## src/rtl/regfile_arbiter_if.sv

```systemverilog
// regfile_arbiter_if: bundles both requester ports, the shared read-return bus
// and the register file drive lines of regfile_arbiter.
// slave  : the arbiter side.
// master : the requesters plus the register file (testbench / surrounding logic).
interface regfile_arbiter_if #(
  parameter int DATA_W = 16,
  parameter int ADDR_W = 3
);
  logic              req0_valid;
  logic              req0_write;
  logic [ADDR_W-1:0] req0_rs;
  logic [ADDR_W-1:0] req0_rt;
  logic [ADDR_W-1:0] req0_rd;
  logic [DATA_W-1:0] req0_data;
  logic              req0_ready;

  logic              req1_valid;
  logic              req1_write;
  logic [ADDR_W-1:0] req1_rs;
  logic [ADDR_W-1:0] req1_rt;
  logic [ADDR_W-1:0] req1_rd;
  logic [DATA_W-1:0] req1_data;
  logic              req1_ready;

  logic              rsp0_valid;
  logic              rsp1_valid;
  logic [DATA_W-1:0] rsp_rs_data;
  logic [DATA_W-1:0] rsp_rt_data;

  logic              rf_write;
  logic [ADDR_W-1:0] rf_rs_addr;
  logic [ADDR_W-1:0] rf_rt_addr;
  logic [ADDR_W-1:0] rf_rd_addr;
  logic [DATA_W-1:0] rf_data;
  logic [DATA_W-1:0] rf_rs_data;
  logic [DATA_W-1:0] rf_rt_data;

  modport slave (
    input  req0_valid, req0_write, req0_rs, req0_rt, req0_rd, req0_data,
    input  req1_valid, req1_write, req1_rs, req1_rt, req1_rd, req1_data,
    input  rf_rs_data, rf_rt_data,
    output req0_ready, req1_ready, rsp0_valid, rsp1_valid,
    output rsp_rs_data, rsp_rt_data,
    output rf_write, rf_rs_addr, rf_rt_addr, rf_rd_addr, rf_data
  );

  modport master (
    output req0_valid, req0_write, req0_rs, req0_rt, req0_rd, req0_data,
    output req1_valid, req1_write, req1_rs, req1_rt, req1_rd, req1_data,
    output rf_rs_data, rf_rt_data,
    input  req0_ready, req1_ready, rsp0_valid, rsp1_valid,
    input  rsp_rs_data, rsp_rt_data,
    input  rf_write, rf_rs_addr, rf_rt_addr, rf_rd_addr, rf_data
  );
endinterface

```

## src/rtl/regfile_arbiter.sv

```systemverilog
// regfile_arbiter: shares a single-ported 8x16 register file (one write or one
// dual read per clock) between port 0 (execute/writeback) and port 1
// (debug/load) with round-robin fairness. Read data returns one cycle after
// the grant on a shared bus, tagged by rsp0_valid / rsp1_valid.
// Optional feature macro: REGFILE_ARB_STATS_EN adds saturating grant and
// conflict counters with a synchronous clear.
module regfile_arbiter #(
  parameter int DATA_W = 16,
  parameter int ADDR_W = 3
) (
  input  logic        clock,
  input  logic        reset_n,
`ifdef REGFILE_ARB_STATS_EN
  input  logic        stat_clear,
  output logic [15:0] stat_grant0,
  output logic [15:0] stat_grant1,
  output logic [15:0] stat_conflict,
`endif
  regfile_arbiter_if.slave bus
);

  localparam logic PORT0 = 1'b0;
  localparam logic PORT1 = 1'b1;

  logic              prio_q, prio_d;
  logic              rsp0_q, rsp0_d;
  logic              rsp1_q, rsp1_d;
  logic [ADDR_W-1:0] rs_addr_q, rs_addr_d;
  logic [ADDR_W-1:0] rt_addr_q, rt_addr_d;
  logic [ADDR_W-1:0] rd_addr_q, rd_addr_d;
  logic [DATA_W-1:0] data_q, data_d;

  logic              grant0_s, grant1_s, grant_s, gnt_write_s;
  logic [ADDR_W-1:0] gnt_rs_s, gnt_rt_s, gnt_rd_s;
  logic [DATA_W-1:0] gnt_data_s;

  // Grant: a lone requester wins outright; on contention prio_q picks the winner.
  always_comb begin
    grant0_s = 1'b0;
    grant1_s = 1'b0;
    if (!reset_n) begin
      grant0_s = 1'b0;
      grant1_s = 1'b0;
    end else if (bus.req0_valid && bus.req1_valid) begin
      grant0_s = (prio_q == PORT0);
      grant1_s = (prio_q == PORT1);
    end else begin
      grant0_s = bus.req0_valid;
      grant1_s = bus.req1_valid;
    end
  end

  // Select the fields of whichever port won this cycle.
  always_comb begin
    grant_s = grant0_s | grant1_s;
    if (grant1_s) begin
      gnt_write_s = bus.req1_write;
      gnt_rs_s    = bus.req1_rs;
      gnt_rt_s    = bus.req1_rt;
      gnt_rd_s    = bus.req1_rd;
      gnt_data_s  = bus.req1_data;
    end else begin
      gnt_write_s = grant0_s & bus.req0_write;
      gnt_rs_s    = bus.req0_rs;
      gnt_rt_s    = bus.req0_rt;
      gnt_rd_s    = bus.req0_rd;
      gnt_data_s  = bus.req0_data;
    end
  end

  // Next state: hand priority to the loser, tag a read response, hold rf drive.
  always_comb begin
    prio_d    = prio_q;
    rsp0_d    = 1'b0;
    rsp1_d    = 1'b0;
    rs_addr_d = rs_addr_q;
    rt_addr_d = rt_addr_q;
    rd_addr_d = rd_addr_q;
    data_d    = data_q;
    if (grant_s) begin
      prio_d = grant0_s ? PORT1 : PORT0;
      if (gnt_write_s) begin
        rd_addr_d = gnt_rd_s;
        data_d    = gnt_data_s;
      end else begin
        rs_addr_d = gnt_rs_s;
        rt_addr_d = gnt_rt_s;
        rsp0_d    = grant0_s;
        rsp1_d    = grant1_s;
      end
    end else begin
      prio_d = prio_q;
    end
  end

  // State registers, cleared by the synchronous active-low reset.
  always_ff @(posedge clock) begin
    if (!reset_n) begin
      prio_q    <= PORT0;
      rsp0_q    <= 1'b0;
      rsp1_q    <= 1'b0;
      rs_addr_q <= {ADDR_W{1'b0}};
      rt_addr_q <= {ADDR_W{1'b0}};
      rd_addr_q <= {ADDR_W{1'b0}};
      data_q    <= {DATA_W{1'b0}};
    end else begin
      prio_q    <= prio_d;
      rsp0_q    <= rsp0_d;
      rsp1_q    <= rsp1_d;
      rs_addr_q <= rs_addr_d;
      rt_addr_q <= rt_addr_d;
      rd_addr_q <= rd_addr_d;
      data_q    <= data_d;
    end
  end

  // Drive the register file and the response bus; idle cycles re-read the held addresses.
  always_comb begin
    bus.req0_ready  = grant0_s;
    bus.req1_ready  = grant1_s;
    bus.rf_write    = gnt_write_s;
    bus.rsp0_valid  = rsp0_q & reset_n;
    bus.rsp1_valid  = rsp1_q & reset_n;
    bus.rsp_rs_data = bus.rf_rs_data;
    bus.rsp_rt_data = bus.rf_rt_data;
    bus.rf_rs_addr  = rs_addr_q;
    bus.rf_rt_addr  = rt_addr_q;
    bus.rf_rd_addr  = rd_addr_q;
    bus.rf_data     = data_q;
    if (!reset_n) begin
      bus.rf_rs_addr = {ADDR_W{1'b0}};
      bus.rf_rt_addr = {ADDR_W{1'b0}};
      bus.rf_rd_addr = {ADDR_W{1'b0}};
      bus.rf_data    = {DATA_W{1'b0}};
    end else if (gnt_write_s) begin
      bus.rf_rd_addr = gnt_rd_s;
      bus.rf_data    = gnt_data_s;
    end else if (grant_s) begin
      bus.rf_rs_addr = gnt_rs_s;
      bus.rf_rt_addr = gnt_rt_s;
    end else begin
      bus.rf_rs_addr = rs_addr_q;
      bus.rf_rt_addr = rt_addr_q;
    end
  end

`ifdef REGFILE_ARB_STATS_EN
  logic [15:0] grant0_cnt_q, grant0_cnt_d;
  logic [15:0] grant1_cnt_q, grant1_cnt_d;
  logic [15:0] conflict_cnt_q, conflict_cnt_d;
  logic        conflict_s;

  function automatic logic [15:0] sat_inc(input logic [15:0] value, input logic en);
    if (en && (value != 16'hFFFF)) begin
      return value + 16'd1;
    end else begin
      return value;
    end
  endfunction

  // Counter next state: clear beats any increment, counts stick at all-ones.
  always_comb begin
    conflict_s = reset_n & bus.req0_valid & bus.req1_valid;
    if (stat_clear) begin
      grant0_cnt_d   = 16'd0;
      grant1_cnt_d   = 16'd0;
      conflict_cnt_d = 16'd0;
    end else begin
      grant0_cnt_d   = sat_inc(grant0_cnt_q, grant0_s);
      grant1_cnt_d   = sat_inc(grant1_cnt_q, grant1_s);
      conflict_cnt_d = sat_inc(conflict_cnt_q, conflict_s);
    end
  end

  // Statistics registers.
  always_ff @(posedge clock) begin
    if (!reset_n) begin
      grant0_cnt_q   <= 16'd0;
      grant1_cnt_q   <= 16'd0;
      conflict_cnt_q <= 16'd0;
    end else begin
      grant0_cnt_q   <= grant0_cnt_d;
      grant1_cnt_q   <= grant1_cnt_d;
      conflict_cnt_q <= conflict_cnt_d;
    end
  end

  assign stat_grant0   = grant0_cnt_q;
  assign stat_grant1   = grant1_cnt_q;
  assign stat_conflict = conflict_cnt_q;
`endif

endmodule
```

## src/flat_wrapper.sv

```systemverilog
// flat-port wrapper written by rule: the top's interface ports become plain ports
module regfile_arbiter_flat 
#(
  parameter int DATA_W = 16,
  parameter int ADDR_W = 3
)
  (clock, reset_n, bus_req0_valid, bus_req0_write, bus_req0_rs, bus_req0_rt, bus_req0_rd, bus_req0_data, bus_req1_valid, bus_req1_write, bus_req1_rs, bus_req1_rt, bus_req1_rd, bus_req1_data, bus_rf_rs_data, bus_rf_rt_data, bus_req0_ready, bus_req1_ready, bus_rsp0_valid, bus_rsp1_valid, bus_rsp_rs_data, bus_rsp_rt_data, bus_rf_write, bus_rf_rs_addr, bus_rf_rt_addr, bus_rf_rd_addr, bus_rf_data);
  regfile_arbiter_if #(.DATA_W(DATA_W), .ADDR_W(ADDR_W)) bus_i ();
  input  logic clock;
  input  logic reset_n;
  input wire logic [$bits(bus_i.req0_valid)-1:0] bus_req0_valid;
  input wire logic [$bits(bus_i.req0_write)-1:0] bus_req0_write;
  input wire logic [$bits(bus_i.req0_rs)-1:0] bus_req0_rs;
  input wire logic [$bits(bus_i.req0_rt)-1:0] bus_req0_rt;
  input wire logic [$bits(bus_i.req0_rd)-1:0] bus_req0_rd;
  input wire logic [$bits(bus_i.req0_data)-1:0] bus_req0_data;
  input wire logic [$bits(bus_i.req1_valid)-1:0] bus_req1_valid;
  input wire logic [$bits(bus_i.req1_write)-1:0] bus_req1_write;
  input wire logic [$bits(bus_i.req1_rs)-1:0] bus_req1_rs;
  input wire logic [$bits(bus_i.req1_rt)-1:0] bus_req1_rt;
  input wire logic [$bits(bus_i.req1_rd)-1:0] bus_req1_rd;
  input wire logic [$bits(bus_i.req1_data)-1:0] bus_req1_data;
  input wire logic [$bits(bus_i.rf_rs_data)-1:0] bus_rf_rs_data;
  input wire logic [$bits(bus_i.rf_rt_data)-1:0] bus_rf_rt_data;
  output wire logic [$bits(bus_i.req0_ready)-1:0] bus_req0_ready;
  output wire logic [$bits(bus_i.req1_ready)-1:0] bus_req1_ready;
  output wire logic [$bits(bus_i.rsp0_valid)-1:0] bus_rsp0_valid;
  output wire logic [$bits(bus_i.rsp1_valid)-1:0] bus_rsp1_valid;
  output wire logic [$bits(bus_i.rsp_rs_data)-1:0] bus_rsp_rs_data;
  output wire logic [$bits(bus_i.rsp_rt_data)-1:0] bus_rsp_rt_data;
  output wire logic [$bits(bus_i.rf_write)-1:0] bus_rf_write;
  output wire logic [$bits(bus_i.rf_rs_addr)-1:0] bus_rf_rs_addr;
  output wire logic [$bits(bus_i.rf_rt_addr)-1:0] bus_rf_rt_addr;
  output wire logic [$bits(bus_i.rf_rd_addr)-1:0] bus_rf_rd_addr;
  output wire logic [$bits(bus_i.rf_data)-1:0] bus_rf_data;
  assign bus_i.req0_valid = bus_req0_valid;
  assign bus_i.req0_write = bus_req0_write;
  assign bus_i.req0_rs = bus_req0_rs;
  assign bus_i.req0_rt = bus_req0_rt;
  assign bus_i.req0_rd = bus_req0_rd;
  assign bus_i.req0_data = bus_req0_data;
  assign bus_i.req1_valid = bus_req1_valid;
  assign bus_i.req1_write = bus_req1_write;
  assign bus_i.req1_rs = bus_req1_rs;
  assign bus_i.req1_rt = bus_req1_rt;
  assign bus_i.req1_rd = bus_req1_rd;
  assign bus_i.req1_data = bus_req1_data;
  assign bus_i.rf_rs_data = bus_rf_rs_data;
  assign bus_i.rf_rt_data = bus_rf_rt_data;
  assign bus_req0_ready = bus_i.req0_ready;
  assign bus_req1_ready = bus_i.req1_ready;
  assign bus_rsp0_valid = bus_i.rsp0_valid;
  assign bus_rsp1_valid = bus_i.rsp1_valid;
  assign bus_rsp_rs_data = bus_i.rsp_rs_data;
  assign bus_rsp_rt_data = bus_i.rsp_rt_data;
  assign bus_rf_write = bus_i.rf_write;
  assign bus_rf_rs_addr = bus_i.rf_rs_addr;
  assign bus_rf_rt_addr = bus_i.rf_rt_addr;
  assign bus_rf_rd_addr = bus_i.rf_rd_addr;
  assign bus_rf_data = bus_i.rf_data;
  regfile_arbiter #(.DATA_W(DATA_W), .ADDR_W(ADDR_W)) u_core (.clock(clock), .reset_n(reset_n), .bus(bus_i));
endmodule
```

## config.mk

```make
export PLATFORM = sky130hd
export DESIGN_NAME = regfile_arbiter_flat
export DESIGN_NICKNAME = d
export VERILOG_FILES = /design/src/rtl/regfile_arbiter_if.sv /design/src/rtl/regfile_arbiter.sv /design/src/flat_wrapper.sv
export SDC_FILE = /design/constraint.sdc
export NUM_CORES = 1
export LEC_CHECK = 0
export CORE_MARGIN = 1
export CORE_UTILIZATION = 32
export CTS_CLUSTER_SIZE = 25
export DETAILED_ROUTE_END_ITERATION = 6
export PLACE_DENSITY = 0.93
export SLEW_MARGIN = 10
export SYNTH_ARGS = -nofsm -noshare
export SYNTH_HDL_FRONTEND = slang
export SYNTH_SLANG_ARGS = --single-unit
```

## constraint.sdc

```tcl
create_clock -name clock -period 1.91 [get_ports clock]
set_clock_uncertainty 0.2 [all_clocks]
set_input_delay 0.191 -clock clock [delete_from_list [all_inputs] [get_ports clock]]
set_output_delay 0.191 -clock clock [all_outputs]
set_load 0.02 [all_outputs]
```

==> summary.txt, run 1 <==
Synth
  • Simple logic cell fraction of the synthesized area: 6.40%
  • Post-synth cell types: 21
  • Mean Syn Cell Area: 9.45 µm²
  • Post-Syn Instances: 180
  • Yosys warnings: 0
  • Yosys reg bits: 28
  • Post-synthesis mux area share: 11.2%
  • Largest family of logic cells by synthesized area: compound AO/OA/AOI/OAI gates
  • Post-synthesis compound-gate area fraction: 27.9%
  • Cell Area, Synth: 0.00170 mm²
  • Synth Area in Adders: 0%
  • Mapped Nets: 268
  • Seq/Total Area, Yosys: 32.9%
  • Synth Area in XOR/XNOR: 0%

Power and ir drop
  • P_leak: 0.00124 µW
  • P_sw: 488 µW
  • Sequential power share: 38.1%
  • PwrDens: 613 mW/mm²
  • Clk pwr share: 27.7%
  • Internal power: 1240 µW
  • Sw Ratio: 28.3%
  • Combinational power share: 34.2%
  • Peak supply drop: 428 µV

Layout
  • # fillers: 473
  • Fin nets: 349
  • Most common cell after layout, fill and taps aside: clkdlybuf4s50_1
  • Area taken by multi-input logic gates: 907 µm²
  • Final instance area: 0.00282 mm²
  • Register Area: 562 µm²
  • Ant. Diodes: 0
  • Share of layout cells above drive strength 1: 35.4%
  • Commonest cells after routing, fill and taps aside: clkdlybuf4s50_1 (53), buf_4 (46), o2bb2ai_1 (32), dfxtp_1 (27), mux2i_1 (18)
  • Layout area overhead: 65.8%

GRT
  • Global route total overflow: 0
  • Number of global-route vias before repair: 1,771
  • Initial antenna violation count: 0
  • GRT Overall Usage: 18.0%
  • First-pass GRT wire length: 7.72 mm
  • Largest net degree at the start of global routing: 20

Critical path
  • Slowest CP cell: dfxtp_2
  • Critical Path Max Stage Delay: 0.37 ns
  • Cells along the critical path: nand2b_4 > a32o_2 > nand2_4 > buf_12 > buf_4 > o2bb2ai_2 > buf_6
  • CP Capture Type: output port
  • Buffers and inverters on the worst path: 3
  • Worst Path Required: 1.52 ns
  • Top delay family on crit path: buffers and inverters
  • Worst r2r path cells: 8
  • CP max FO: 9
  • Crit path kind: reg -> out
  • Crit path launch type: flop
  • CP Data Arrival Time: 1.70 ns
  • Number of cells on the critical path: 7

Floorplan
  • I/O pin cnt: 150
  • Core area: 0.00511 mm²
  • Die width: 74.9 µm
  • Site row count: 26
  • Die H: 74.9 µm
  • Total die area: 0.00561 mm²
  • Initial core utilization: 33.3%

Placement
  • Placement Cell Area: 0.00255 mm²
  • Number of I/O port buffers: 85
  • Gpl congestion: 0.722
  • HPWL Detailed: 3.53 mm

Clocking
  • Clock root buffer: clkbuf_8
  • Hold-fix buffers at CTS: 0
  • Total clock sinks: 28
  • TritonCTS Buffers: 3
  • Clk buf depth: 2
  • CTS H-tree lvls: 1
  • Clock Latency Late Sink: 0.27 ns
  • CTS tree: done
  • Clock transition at the registers of the reported paths: 0.10 ns

STA
  • Max-slew violations: 0
  • Fin. Hold Viols: 0
  • Fin worst setup slack: -0.185 ns
  • Final Setup Violations: 26
  • Min Clock Period, post-route: 2.10 ns
  • Tcrit/Tclk final: 110%
  • RSZ-0062 raised after global routing: yes
  • Rel. slew slack: 76.6%
  • Pin slew with the least headroom to its limit: 0.341 ns
  • Peak Freq: 477 MHz
  • Hold_ws: 0.169 ns

Hold path
  • Hold Crit Depth: 3
  • Hold crit path type: in -> reg

Routing
  • Via Count: 1,668
  • Drt total wl: 5.31 mm
  • First DRT Iteration DRCs: 10
  • Final ANT Viol Nets: 0
  • DR WL/cell: 16.1 µm
  • Vias per cell: 5.05
  • DR pass1 iterations: 4
  • # DRC: 0

Job
  • Number of max-cap violations: 0

Run status
  • Status: complete, but fails checks
  • Violated checks: negative setup slack
[registers in the layout, summed over array words and instances, names as in the netlist]
signal and cells:
u_core.prio_q 1, u_core.rsp0_q 1, u_core.rt_addr_q 3, u_core.rd_addr_q 3, u_core.rs_addr_q 3, u_core.data_q 16, u_core.rsp1_q 1
[what timing repair did]
item / 4_1_cts / 5_1_grt
gates cloned: 3 / 0
setup buffers: 6 / 0
gates resized for setup: 164 / 24
endpoints found under the setup margin: 30 / 32
pin swaps: 4 / 2
[power groups by stage]
| stage | clock network, µW | logic, µW | registers, µW |
|---|---|---|---|
| 3_3_place_gp | 0 | 506 | 660 |
| 4_1_cts | 499 | 566 | 653 |
| 3_5_place_dp | 0 | 520 | 661 |
| 6_report | 479 | 591 | 659 |
| 2_1_floorplan | 0 | 337 | 656 |
| 5_1_grt | 518 | 630 | 664 |
[synthesized netlist by cell type (all sizes together)]
master   number  area, µm²
nand2b        2       20.0
nor2          2       10.0
clkbuf        1       3.75
buf          45        344
o21ai         6       30.0
a21oi         1       5.00
a31oi        12       75.1
o2bb2ai      38        333
dfxtp        28        561
and2          4       25.0
a32o          2       21.3
nand2        13       48.8
inv           5       18.8
nand3         1       5.00
mux2i        19        190
a21boi        1       11.3
[tightest hold or removal path, cell delays in order]
cell and delay [ns]:
dlygate4sd2_1 0.27, nand2b_4 0.10, a21oi_1 0.06
[path summary, 6_finish.rpt]
check / startpoint / endpoint / slack, ns
hold / removal: bus_req0_valid / u_core.prio_q / 0.17
hold reg to reg: u_core.rd_addr_q[2] / u_core.rd_addr_q[2] / 0.27
setup / recovery: u_core.prio_q / bus_rf_rd_addr[0] / -0.19
setup reg to reg: u_core.prio_q / u_core.rd_addr_q[1] / 0.06
[metrics by stage]
step | instances | util, % | total power (µW) | setup slack (ns) | TNS [ns]
2_1_floorplan | 180 | - | 992 | 0.0226 | 0
3_3_place_gp | 317 | 50.0 | 1170 | -0.660 | -17.48
3_5_place_dp | 317 | 50.0 | 1180 | -0.692 | -18.46
4_1_cts | 330 | 53.6 | 1720 | -0.219 | -4.06
5_1_grt | 330 | 55.2 | 1810 | -0.254 | -5.16
6_report | 330 | 55.2 | 1730 | -0.185 | -3.40
[area by class of cell]
class                   instances  area share (%)
multi-input cells             101            32.2
flip-flops and latches         28            19.9
inverters                       5           0.665
clock buffers                   3            1.46
clock inverters                 1            1.06
repair buffers                122            41.6
well taps                      70            3.10
[kinds of logic after synthesis]
group / after synthesis
AO/OA/AOI/OAI: 60
buffers and inverters: 51
flip-flops: 28
multiplexers: 19
AND/OR/NAND/NOR: 22
[routing by layer]
metal  share of wire (%)  GRT usage, %  up-vias
li1                    -             -      791
met1                  40          18.9      782
met2                  51          34.9       83
met3                 7.4          3.61       12
met4                 1.4          6.71        0
met5                   0             0        -
No activity file was read; power rests on OpenSTA's default activity.
==> inputs of run 2 (changes only) <==
==> constraint.sdc (replaced) <==
create_clock -name clock -period 2.4 [get_ports clock]
set_clock_uncertainty 0.2 [all_clocks]
set_input_delay 0.24 -clock clock [delete_from_list [all_inputs] [get_ports clock]]
set_output_delay 0.24 -clock clock [all_outputs]
set_load 0.02 [all_outputs]
==> run 2 against run 1 <==
Compared with the run above:
- the run now ends clean
- total power fell by 25%
- hold slack gained 0.043 ns
- via count down 4.8%
- largest power group unchanged
==> summary.txt, run 2 (synthesis gave the netlist of run 1 again) <==
Placement
  • Gpl congestion: 0.721
  • Number of I/O port buffers: 85
  • Placement Cell Area: 0.00255 mm²
  • HPWL Detailed: 3.47 mm

Critical path
  • Crit path kind: in -> out
  • CP Capture Type: output port
  • Crit path launch type: input pin
  • Slowest CP cell: clkdlybuf4s50_1
  • CP max FO: 36
  • Worst Path Required: 1.96 ns
  • CP Data Arrival Time: 1.85 ns
  • Cells along the critical path: clkdlybuf4s50_1 > a21boi_2 > a32o_2 > nand2_1 > buf_12 > inv_1 > dlygate4sd2_1
  • Critical Path Start: bus_req0_valid
  • Critical Path Max Stage Delay: 0.46 ns
  • Crit Reg-Reg Startpoint: u_core.prio_q

STA
  • Fin. Hold Viols: 0
  • Final Setup Violations: 0
  • Tcrit/Tclk final: 95.3%
  • Peak Freq: 437 MHz
  • Rel. slew slack: 85.3%
  • RSZ-0062 raised after global routing: no
  • Max-slew violations: 0
  • Pin slew with the least headroom to its limit: 0.215 ns
  • Min Clock Period, post-route: 2.29 ns

Layout
  • Share of layout cells above drive strength 1: 26.6%
  • Ant. Diodes: 0
  • Fin nets: 341
  • Final instance area: 0.00255 mm²
  • Util after Layout: 49.9%
  • Max reg flops: 16
  • Commonest cells after routing, fill and taps aside: clkdlybuf4s50_1 (58), o2bb2ai_1 (38), dfxtp_1 (28), buf_4 (23), buf_2 (18)
  • Largest reg by FF count: u_core.data_q
  • Area taken by multi-input logic gates: 796 µm²
  • Register Area: 561 µm²
  • # fillers: 504
  • Layout area overhead: 49.9%
  • Most common cell after layout, fill and taps aside: clkdlybuf4s50_1

Floorplan
  • Total die area: 0.00561 mm²
  • Die width: 74.9 µm
  • Die H: 74.9 µm
  • I/O pin cnt: 150
  • Initial core utilization: 33.3%
  • Core area: 0.00511 mm²
  • Site row count: 26

Job
  • Number of max-cap violations: 0

Power and ir drop
  • Peak supply drop: 333 µV
  • P_leak: 0.00113 µW
  • PwrDens: 505 mW/mm²

Clocking
  • Total clock sinks: 28
  • Hold-fix buffers at CTS: 0
  • Clk buf depth: 2
  • Clock Latency Late Sink: 0.27 ns
  • Clock transition at the registers of the reported paths: 0.10 ns
  • TritonCTS Buffers: 3
  • Clock root buffer: clkbuf_8
  • CTS tree: done
  • CTS H-tree lvls: 1

Routing
  • Vias per cell: 4.93
  • DR WL/cell: 14.8 µm
  • # DRC: 0
  • Via Count: 1,588
  • Final ANT Viol Nets: 0
  • Drt total wl: 4.78 mm
  • First DRT Iteration DRCs: 22
  • DR pass1 iterations: 4

Hold path
  • Hold crit path type: in -> reg
  • Worst hold start: bus_req1_valid

GRT
  • GRT Overall Usage: 15.5%
  • Global route total overflow: 0
  • Number of global-route vias before repair: 1,615
  • Largest net degree at the start of global routing: 37
  • Initial antenna violation count: 0
  • First-pass GRT wire length: 6.69 mm

Run status
  • Status: finished, final reports clean
[run 2: cell types whose count changed in the layout (fill, tap and decap cells not counted), sizes merged]
cell           before  now
clkdlybuf4s15       1    0
dlymetal6s2s        0    1
clkbuf              6   11
clkdlybuf4s50      53   58
buf                63   46
dlygate4sd2         2    1
[run 2: final timing paths]
path	endpoint	slack, ns	cells past startpoint
worst max-delay path	bus_rf_write	0.11	7
worst min-delay path	u_core.prio_q	0.21	3
worst max register to register	u_core.data_q[12]	0.72	6
worst min register to register	u_core.data_q[1]	0.27	1
[run 2: metal layers]
layer	wire length (µm)	share of wire [%]	track usage, %	up-vias
met5	0	0	0	-
met4	26	0.54	5.03	0
met3	424	8.9	4.02	6
met2	2440	51	30.6	81
met1	1890	40	15.5	726
li1	-	-	-	775
[run 2: final cells by class]
| cell class | count | area share, % |
|---|---|---|
| repair buffers | 114 | 39.8 |
| well taps | 70 | 3.43 |
| flip-flops and latches | 28 | 22.0 |
| inverters | 5 | 0.736 |
| multi-input cells | 101 | 31.2 |
| clock buffers | 3 | 1.62 |
| clock inverters | 1 | 1.18 |
[run 2: stage by stage]
| step | worst slack [ns] | hold WS, ns | setup TNS [ns] | instances | power (µW) |
|---|---|---|---|---|---|
| 6_report | 0.112 | 0.212 | 0 | 322 | 1290 |
| 2_1_floorplan | 0.464 | 0.112 | 0 | 180 | 790 |
| 4_1_cts | 0.00135 | 0.276 | 0 | 321 | 1310 |
| 3_3_place_gp | -0.269 | 0.246 | -6.28 | 317 | 928 |
| 3_5_place_dp | -0.305 | 0.251 | -7.02 | 317 | 940 |
| 5_1_grt | 0.0144 | 0.215 | 0 | 322 | 1350 |
[run 2: report_power, final]
part           total (µW)  leakage (µW)  switching [µW]  internal, µW
clock network         376     0.0000357             153           223
registers             516      0.000230            16.4           500
logic                 396      0.000867             182           214
total                1290       0.00113             351           937
[run 2: timing repair]
item | CTS | global route
buffers inserted | 0 | 0
gates resized for setup | 63 | 45
pin swaps | 0 | 1
setup endpoints to repair | 26 | 26
gates cloned | 0 | 1
[run 2: critical path: cells and delay by family]
| family | cells | cell delay, ns |
|---|---|---|
| buffers and inverters | 4 | 1.02 |
| AOI/OAI and AO/OA | 2 | 0.45 |
| and+or+nand+nor | 1 | 0.12 |
